==> src/rtl/pingpong_merge_ctrl_if.sv <==
// Handshake and status bundle between the ping-pong sequencer and its surroundings
// (ADC valid stream, downstream reader and the two bank FIFOs).
//   master : the sequencer; consumes start/stop/sample_valid/rd_ready/FIFO flags and drives
//            the per-bank enables, bank selects, block_done, overrun, drop_count, state_out.
//   slave  : the environment side of the same signals.
interface pingpong_merge_ctrl_if #(
  parameter int unsigned CNT_W = 16
);
  logic             start;
  logic             stop;
  logic             sample_valid;
  logic             rd_ready;
  logic [1:0]       ff_full;
  logic [1:0]       ff_empty;
  logic [1:0]       wr_en;
  logic [1:0]       rd_en;
  logic             wr_bank;
  logic             rd_bank;
  logic             block_done;
  logic             overrun;
  logic [CNT_W-1:0] drop_count;
  logic [2:0]       state_out;

  modport master (
    input  start, stop, sample_valid, rd_ready, ff_full, ff_empty,
    output wr_en, rd_en, wr_bank, rd_bank, block_done, overrun, drop_count, state_out
  );

  modport slave (
    output start, stop, sample_valid, rd_ready, ff_full, ff_empty,
    input  wr_en, rd_en, wr_bank, rd_bank, block_done, overrun, drop_count, state_out
  );
endinterface

==> src/rtl/pingpong_merge_ctrl.sv <==
// Sequencer for a two-bank ping-pong FIFO pair: fills one bank with BLOCK_LEN samples while
// the other drains, then swaps. Generates per-bank write/read enables from the FIFO flags,
// flags overruns and counts dropped samples. The sample data never passes through here.
// Ports:
//   clk_i  : system clock, rising edge
//   rst_i  : synchronous active-high reset
//   bus    : pingpong_merge_ctrl_if.master (control inputs, FIFO flags, enables and status)
module pingpong_merge_ctrl #(
  parameter int unsigned BLOCK_LEN = 16,
  parameter int unsigned CNT_W     = 16
) (
  input logic                    clk_i,
  input logic                    rst_i,
  pingpong_merge_ctrl_if.master  bus
);

  typedef enum logic [2:0] {
    StIdle     = 3'd0,
    StFill     = 3'd1,
    StPingpong = 3'd2,
    StWaitRd   = 3'd3,
    StDrain    = 3'd4
  } state_e;

  localparam int unsigned IdxW = (BLOCK_LEN > 1) ? $clog2(BLOCK_LEN) : 1;
  localparam logic [IdxW-1:0] LastIdx = IdxW'(BLOCK_LEN - 1);

  state_e           state_q, state_d;
  logic             wr_bank_q, wr_bank_d;
  logic             rd_bank_q, rd_bank_d;
  logic [IdxW-1:0]  wr_cnt_q, wr_cnt_d;
  logic [IdxW-1:0]  rd_cnt_q, rd_cnt_d;
  logic             stop_pending_q, stop_pending_d;
  logic             block_done_q, block_done_d;
  logic             overrun_q, overrun_d;
  logic [CNT_W-1:0] drop_cnt_q, drop_cnt_d;

  logic writing, rd_active, wr_acc, rd_acc, wc, rc, drop, stop_now;

  always_comb begin
    writing   = (state_q == StFill) || (state_q == StPingpong);
    rd_active = (state_q == StPingpong) || (state_q == StWaitRd) || (state_q == StDrain);
    wr_acc    = bus.sample_valid && writing && !bus.ff_full[wr_bank_q];
    rd_acc    = rd_active && bus.rd_ready && !bus.ff_empty[rd_bank_q];
    wc        = wr_acc && (wr_cnt_q == LastIdx);
    rc        = rd_acc && (rd_cnt_q == LastIdx);
    // Every offered sample is lost in WAIT_RD; in FILL/PINGPONG only when the bank is full.
    drop      = bus.sample_valid && (writing || (state_q == StWaitRd)) && !wr_acc;
    // A stop arriving together with the block boundary takes effect at that boundary.
    stop_now  = stop_pending_q || bus.stop;
  end

  always_comb begin
    state_d        = state_q;
    wr_bank_d      = wr_bank_q;
    rd_bank_d      = rd_bank_q;
    wr_cnt_d       = wr_cnt_q;
    rd_cnt_d       = rd_cnt_q;
    stop_pending_d = stop_pending_q;
    block_done_d   = rc;
    overrun_d      = overrun_q;
    drop_cnt_d     = drop_cnt_q;

    if (wr_acc) wr_cnt_d = wc ? '0 : wr_cnt_q + 1'b1;
    if (rd_acc) rd_cnt_d = rc ? '0 : rd_cnt_q + 1'b1;

    if (drop) begin
      overrun_d = 1'b1;
      if (!(&drop_cnt_q)) drop_cnt_d = drop_cnt_q + 1'b1;
    end

    if (bus.stop && (state_q != StIdle) && (state_q != StDrain)) stop_pending_d = 1'b1;

    unique case (state_q)
      StIdle: begin
        if (bus.start) begin
          state_d        = StFill;
          wr_bank_d      = 1'b0;
          wr_cnt_d       = '0;
          rd_cnt_d       = '0;
          stop_pending_d = 1'b0;
          overrun_d      = 1'b0;
          drop_cnt_d     = '0;
        end
      end
      StFill: begin
        if (wc) begin
          rd_bank_d = wr_bank_q;
          wr_bank_d = ~wr_bank_q;
          state_d   = stop_now ? StDrain : StPingpong;
        end
      end
      StPingpong: begin
        if (wc && rc) begin
          rd_bank_d = wr_bank_q;
          wr_bank_d = ~wr_bank_q;
          state_d   = stop_now ? StDrain : StPingpong;
        end else if (wc) begin
          state_d = StWaitRd;
        end else if (rc) begin
          // Read bank emptied first; keep filling the current write bank on its own.
          state_d = StFill;
        end
      end
      StWaitRd: begin
        if (rc) begin
          rd_bank_d = wr_bank_q;
          wr_bank_d = ~wr_bank_q;
          state_d   = stop_now ? StDrain : StPingpong;
        end
      end
      StDrain: begin
        if (rc) state_d = StIdle;
      end
      default: state_d = StIdle;
    endcase

    if ((state_d == StDrain) && (state_q != StDrain)) stop_pending_d = 1'b0;
  end

  always_ff @(posedge clk_i) begin
    if (rst_i) begin
      state_q        <= StIdle;
      wr_bank_q      <= 1'b0;
      rd_bank_q      <= 1'b0;
      wr_cnt_q       <= '0;
      rd_cnt_q       <= '0;
      stop_pending_q <= 1'b0;
      block_done_q   <= 1'b0;
      overrun_q      <= 1'b0;
      drop_cnt_q     <= '0;
    end else begin
      state_q        <= state_d;
      wr_bank_q      <= wr_bank_d;
      rd_bank_q      <= rd_bank_d;
      wr_cnt_q       <= wr_cnt_d;
      rd_cnt_q       <= rd_cnt_d;
      stop_pending_q <= stop_pending_d;
      block_done_q   <= block_done_d;
      overrun_q      <= overrun_d;
      drop_cnt_q     <= drop_cnt_d;
    end
  end

  assign bus.wr_en      = {wr_acc && wr_bank_q, wr_acc && !wr_bank_q};
  assign bus.rd_en      = {rd_acc && rd_bank_q, rd_acc && !rd_bank_q};
  assign bus.wr_bank    = wr_bank_q;
  assign bus.rd_bank    = rd_bank_q;
  assign bus.block_done = block_done_q;
  assign bus.overrun    = overrun_q;
  assign bus.drop_count = drop_cnt_q;
  assign bus.state_out  = state_q;

endmodule

==> src/flat_wrapper.sv <==
// flat-port wrapper written by rule: the top's interface ports become plain ports
module pingpong_merge_ctrl_flat 
#(
  parameter int unsigned BLOCK_LEN = 16,
  parameter int unsigned CNT_W     = 16
)
  (clk_i, rst_i, bus_start, bus_stop, bus_sample_valid, bus_rd_ready, bus_ff_full, bus_ff_empty, bus_wr_en, bus_rd_en, bus_wr_bank, bus_rd_bank, bus_block_done, bus_overrun, bus_drop_count, bus_state_out);
  pingpong_merge_ctrl_if #(.CNT_W(CNT_W)) bus_i ();
  input logic clk_i;
  input logic rst_i;
  input wire logic [$bits(bus_i.start)-1:0] bus_start;
  input wire logic [$bits(bus_i.stop)-1:0] bus_stop;
  input wire logic [$bits(bus_i.sample_valid)-1:0] bus_sample_valid;
  input wire logic [$bits(bus_i.rd_ready)-1:0] bus_rd_ready;
  input wire logic [$bits(bus_i.ff_full)-1:0] bus_ff_full;
  input wire logic [$bits(bus_i.ff_empty)-1:0] bus_ff_empty;
  output wire logic [$bits(bus_i.wr_en)-1:0] bus_wr_en;
  output wire logic [$bits(bus_i.rd_en)-1:0] bus_rd_en;
  output wire logic [$bits(bus_i.wr_bank)-1:0] bus_wr_bank;
  output wire logic [$bits(bus_i.rd_bank)-1:0] bus_rd_bank;
  output wire logic [$bits(bus_i.block_done)-1:0] bus_block_done;
  output wire logic [$bits(bus_i.overrun)-1:0] bus_overrun;
  output wire logic [$bits(bus_i.drop_count)-1:0] bus_drop_count;
  output wire logic [$bits(bus_i.state_out)-1:0] bus_state_out;
  assign bus_i.start = bus_start;
  assign bus_i.stop = bus_stop;
  assign bus_i.sample_valid = bus_sample_valid;
  assign bus_i.rd_ready = bus_rd_ready;
  assign bus_i.ff_full = bus_ff_full;
  assign bus_i.ff_empty = bus_ff_empty;
  assign bus_wr_en = bus_i.wr_en;
  assign bus_rd_en = bus_i.rd_en;
  assign bus_wr_bank = bus_i.wr_bank;
  assign bus_rd_bank = bus_i.rd_bank;
  assign bus_block_done = bus_i.block_done;
  assign bus_overrun = bus_i.overrun;
  assign bus_drop_count = bus_i.drop_count;
  assign bus_state_out = bus_i.state_out;
  pingpong_merge_ctrl #(.BLOCK_LEN(BLOCK_LEN), .CNT_W(CNT_W)) u_core (.clk_i(clk_i), .rst_i(rst_i), .bus(bus_i));
endmodule
==> config.mk <==
export PLATFORM = sky130hd
export DESIGN_NAME = pingpong_merge_ctrl_flat
export DESIGN_NICKNAME = d
export VERILOG_FILES = /design/src/rtl/pingpong_merge_ctrl_if.sv /design/src/rtl/pingpong_merge_ctrl.sv /design/src/flat_wrapper.sv
export SDC_FILE = /design/constraint.sdc
export NUM_CORES = 1
export LEC_CHECK = 0
export CAP_MARGIN = 5
export CORE_ASPECT_RATIO = 1.5
export CORE_UTILIZATION = 51
export DETAILED_ROUTE_END_ITERATION = 8
export PLACE_DENSITY = 0.83
export SYNTH_ARGS = -nofsm -noshare
export SYNTH_HDL_FRONTEND = slang
export SYNTH_SLANG_ARGS = --single-unit
==> constraint.sdc <==
create_clock -name clk_i -period 2.5 [get_ports clk_i]
set_input_delay 0.75 -clock clk_i [delete_from_list [all_inputs] [get_ports clk_i]]
set_output_delay 0.75 -clock clk_i [all_outputs]
set_load 0.02 [all_outputs]
Word-level counts from Yosys, hierarchy flattened
Cells that the tools add are included.
- flip-flop bits (word level): 32
- input port bits: 10
- logic and storage cells: 101
- $add $sub $neg: 3
- order comparisons: 2
- equality and inequality tests: 12
- muxes and demuxes: 40
- bitwise logic cells: 1
- reductions and logical operators: 34
- operator list (operator ; count):
    16-bit two-way mux ; 4
    4-bit two-way mux ; 8
    3-bit two-way mux ; 8
    1-bit two-way mux ; 17
    16-bit by 1-bit adder with 16-bit output, second input constant ; 1
    1-bit logical AND ; 16
    16-bit AND reduction ; 1
    3-bit one-hot mux with 5 select lines ; 1
    4-bit by 1-bit adder with 4-bit output, second input constant ; 2
    4-bit equality test, second input constant ; 2
    3-bit by 2-bit equality test with 1-bit output, second input constant ; 2
    3-bit equality test, second input constant ; 2
    3-bit nonzero test ; 2
    1-bit logical NOT ; 5
    1-bit logical OR ; 5
    5-bit AND reduction ; 1
    1-bit by 2-bit < comparator with 1-bit output, second input constant ; 2
    2-bit by 1-bit inequality test with 1-bit output, second input constant ; 2
    2-bit inequality test, second input constant ; 2
    1-bit one-hot mux with 4 select lines ; 1
    4-bit AND reduction ; 1
    4-bit nonzero test ; 1
    3-bit by 1-bit equality test with 1-bit output, second input constant ; 1
    3-bit logical NOT ; 1
    4 further kinds ; 4

Longest topological paths before layout
- depth in word-level cells: 13
- depth in mapped cells: 7
- depth with buffers taken out: 5

Least setup slack after synthesis
Ideal clock, no wire load.
- path type: reg2out
- start point: register u_core.state_q[2] (netlist: u_core.bus.state_out[2])
- end point: output bus_rd_en[1]
- arrival time: 1675 ps
- path slack: 75 ps
- stages on the path, launching flop included: 4
- buffers on the path: 0
- cells stage by stage: dfxtp_1 -> nor3b_1 -> o21ai_0 -> nor3b_1
- cells in the longest elaborated chain, start to end: 6
- elaborated cells between the ends (all ways): 8
- RTL lines (item ; line ; source):
    from (decl) ; pingpong_merge_ctrl.sv:28 ; state_e state_q, state_d;
    from (signal assigned) ; pingpong_merge_ctrl.sv:123 ; state_q <= StIdle;
    from (signal assigned) ; pingpong_merge_ctrl.sv:133 ; state_q <= state_d;
    3-bit by 2-bit equality test with 1-bit output ; pingpong_merge_ctrl.sv:42 ; rd_active = (state_q == StPingpong) || (state_q == StWaitRd) || (state_q == StDrain);
    1-bit logical OR ; pingpong_merge_ctrl.sv:42 ;
    1-bit logical OR (*) ; pingpong_merge_ctrl.sv:42 ;
    1-bit logical AND (*) (2 in a row) ; pingpong_merge_ctrl.sv:44 ; rd_acc = rd_active && bus.rd_ready && !bus.ff_empty[rd_bank_q];
    1-bit logical AND (*) ; pingpong_merge_ctrl.sv:146 ; assign bus.rd_en = {rd_acc && rd_bank_q, rd_acc && !rd_bank_q};
    to (decl) ; flat_wrapper.sv:18 ; output wire logic [$bits(bus_i.rd_en)-1:0] bus_rd_en;
Every way passes the cells marked *; elsewhere a longest branch is shown, timed or not.

Worst setup path in the final report
- start point: input bus_sample_valid
- end point: output bus_wr_en[0]
- cells in the longest elaborated chain, start to end: 3
- RTL lines (item ; line ; source):
    from (decl) ; flat_wrapper.sv:13 ; input wire logic [$bits(bus_i.sample_valid)-1:0] bus_sample_valid;
    1-bit logical AND (2 in a row) ; pingpong_merge_ctrl.sv:43 ; wr_acc = bus.sample_valid && writing && !bus.ff_full[wr_bank_q];
    1-bit logical AND ; pingpong_merge_ctrl.sv:145 ; assign bus.wr_en = {wr_acc && wr_bank_q, wr_acc && !wr_bank_q};
    to (decl) ; flat_wrapper.sv:17 ; output wire logic [$bits(bus_i.wr_en)-1:0] bus_wr_en;
Every way passes these cells.

==> results.yml <==
worst_setup_path:
  max_incr_delay_on_cp_ps: 450
  timing.critical_path.slowest_stage_cell: "clkdlybuf4s50_1"
  buf_inv_on_cp: 2
  startpoint_type: "primary input"
  cp.required_ps: 1750
  timing.setup.critical_path_class: "in2out"
  worstPathArrival_ps: 1720
  kind_of_capture_point_of_the_worst_setup_path: "output port"
  cp_cell_sequence: "clkdlybuf4s50_1 > and2b_4 > nand3_4 > nor2_1 > buf_4"
  critPathTopFamily: "buffers and inverters"
  path_max_fanout: 3
routing:
  detailroute.wirelength.met3_um: 167
  drcViolationCount: 0
  wire_per_inst_um: 15.04
  met2_length_um: 2383
  routed.top_layer: "met4"
  m1WireLength_um: 1839
  num_vias: 1827
  drtPass1Iterations: 4
  detail_route.wirelength_um: 4586
  ant_nets: 0
  vias_per_cell: 5.990
  drt_iter0_drc: 85
power:
  post-layout-total-power_mw: 1.066
  power-per-cell-area_mw_per_mm2: 427.7
  max-vdd-ir-drop_v: 0.0004070
  leakage_power_of_the_design_nw: 0.9541
logic_synthesis:
  mappedNetlistArea_mm2: 0.001810
  post_synth_inst_count: 203
  postSynthRegisterBits: 32
  synth_sequential_area_ratio: 0.3538
  yosys.cell_types.count: 57
  synth_warnings: 0
  ys.flop_type: "dfxtp_1"
  synth-edff-count: 0
  syn-mean-instance-area_um2: 8.919
  mapped_nets: 216
  asyncSetResetFlopFracSynth: 0
sta:
  layout_min_cycle_time_ps: 2470
  setup_viol: 0
  finalHoldWorstSlack_ps: 485.5
  part_of_the_cycle_the_worst_path_needs: 0.9880
  timing.final.hold_violations: 0
  fin_tns_setup_ps: 0
  slew_violations: 0
  final_skew_ps: 7.125
  max_freq_mhz: 404.9
  worst_slew_margin_rel: 0.6861
  final_critical_path_setup_slack_ps: 30.06
  grt_setup_unrepaired: "true"
  slew_of_the_pin_with_the_lowest_slew_margin_ps: 464.3
global_routing:
  grt_pass1_vias: 1591
  grt_overflow: 0
  global_route.usage.total: 0.2660
  grt_first_pass_wirelength_um: 7410
  grt_start_max_net_pins: 19
  antenna_found_initial: 0
clock_tree:
  worst_skew_pair.late_latency_ps: 290
  cts_root_buffer: "clkbuf_8"
  tritoncts: "done"
  htree_num_levels: 2
  clkTransAtPathRegs_ps: 60
  clock_path_buffers: 2
  hold_buffers: 0
  cts_buffers: 5
  cts_sinks: 32
placed_design:
  dpl.cell_count: 295
  place.gp.congestion: 0.8894
  buffer_ports.inserted: 36
  pre_cts_ws_ps: -504.1
  placedInstanceArea_mm2: 0.002350
  dpl.hpwl_um: 3283
floorplan:
  chipHeight_um: 74.97
  std_cell_rows: 26
  floorplan.die_area_mm2: 0.003797
  effective_utilization_at_floorplan: 0.5351
  placeableCoreArea_mm2: 0.003383
  dieWidth_um: 50.65
  io-pin-count: 37
finish:
  fraction_of_final_layout_cells_with_drive_strength_greater_than_1: 0.1939
  final_cell_count_no_fill: 305
  post-route-cell-area_mm2: 0.002492
  num_antenna_cells: 0
  syn_to_final_growth_pct: 37.66
  num-nets-final: 276
  final_util: 0.7367
worst_hold_path:
  worst_hold_path_type: "reg2reg"
flow_run:
  maxCapViolCount: 0
outcome:
  status: "finished, final reports clean"
path summary, 6_finish.rpt:
| path | from | to | slack [ps] | cells after the start |
|---|---|---|---|---|
| max | bus_sample_valid | bus_wr_en[0] | 30 | 5 |
| min | u_core.bus.overrun | u_core.bus.overrun | 490 | 2 |
| min reg2reg | u_core.bus.overrun | u_core.bus.overrun | 490 | 2 |
| max reg2reg | u_core.bus.state_out[1] | u_core.bus.wr_bank | 570 | 5 |
timing repair:
item / 4_1_cts / 5_1_grt
resized for setup: 19 / 11
setup endpoints to repair: 4 / 4
buffers inserted: 2 / 1
pin swaps: 0 / 5
worst reg2reg max path, stage by stage, from the launching register on:
cell and delay, ps:
dfxtp_1 480, xor2_1 350, buf_4 190, and4_1 230
maj3_1 200, mux2_1 360
cells in the mapped netlist (3+ instances only):
cell type / number / share of area
nor2_1: 18 / 0.037
nand3_1: 9 / 0.025
a31oi_1: 4 / 0.014
and3_1: 3 / 0.010
xor2_1: 4 / 0.019
or3_1: 4 / 0.014
o41ai_1: 3 / 0.015
mux2i_1: 7 / 0.039
nand4_1: 5 / 0.017
nor3b_1: 3 / 0.012
dfxtp_1: 32 / 0.35
a21oi_1: 13 / 0.036
o31ai_1: 6 / 0.025
ha_1: 3 / 0.021
or4_1: 8 / 0.033
xnor2_1: 3 / 0.015
buf_2: 3 / 0.0083
nor3_1: 3 / 0.0083
inv_1: 6 / 0.012
clkbuf_1: 3 / 0.0062
nand2_1: 12 / 0.025
nor4_1: 6 / 0.021
and4_1: 3 / 0.015
layout by cell type, fill, tap and decap left out, types with 3 or more instances in the layout:
cell type,instances
mux2i_1,7
or3_1,4
and3_1,3
dfxtp_1,32
dlymetal6s2s_1,5
nor4_1,6
o41ai_1,3
or4_1,8
nor3_1,3
ha_1,3
clkdlybuf4s50_1,27
nand2_1,12
nand3_1,8
nor3b_1,3
and4_1,3
clkbuf_8,7
nor2_1,17
buf_4,28
xor2_1,4
inv_1,6
xnor2_1,3
a31oi_1,4
a21oi_1,13
nand4_1,5
o31ai_1,6
layout make-up:
cell class              count  area [um2]
repair buffers             63       579.3
flip-flops and latches     32       640.6
well taps                  42       52.55
fillers                   250       890.9
inverters                   6       22.52
multi-input cells         155        1101
clock buffers               7       96.34
where the power goes:
group	total, mW	switching [mW]	internal, mW
sequential	0.518	0.00427	0.513
combinational	0.107	0.0546	0.0521
clock	0.442	0.196	0.245
registers in the layout, indices dropped and copies added (netlist names):
signal                 flops
u_core.bus.drop_count     16
u_core.rd_cnt_q            4
u_core.wr_cnt_q            4
u_core.bus.state_out       3
u_core.bus.block_done      1
u_core.bus.overrun         1
u_core.bus.rd_bank         1
u_core.bus.wr_bank         1
u_core.stop_pending_q      1
routing by layer:
layer	vias up	GRT usage
li1	900	-
met2	54	0.4489
met4	0	0.1667
met1	857	0.2991
met3	16	0.06667
met5	-	0
kinds of logic after synthesis:
family,after synthesis,share of synthesized area
AOI/OAI and AO/OA,47,0.1921
buffers and inverters,16,0.04906
DFF,32,0.3538
adders and majority gates,4,0.02626
muxes,9,0.05114
and+or+nand+nor,88,0.2937
xor gates and xnor gates,7,0.03386
Note: power is estimated with default switching activity, not from simulation.
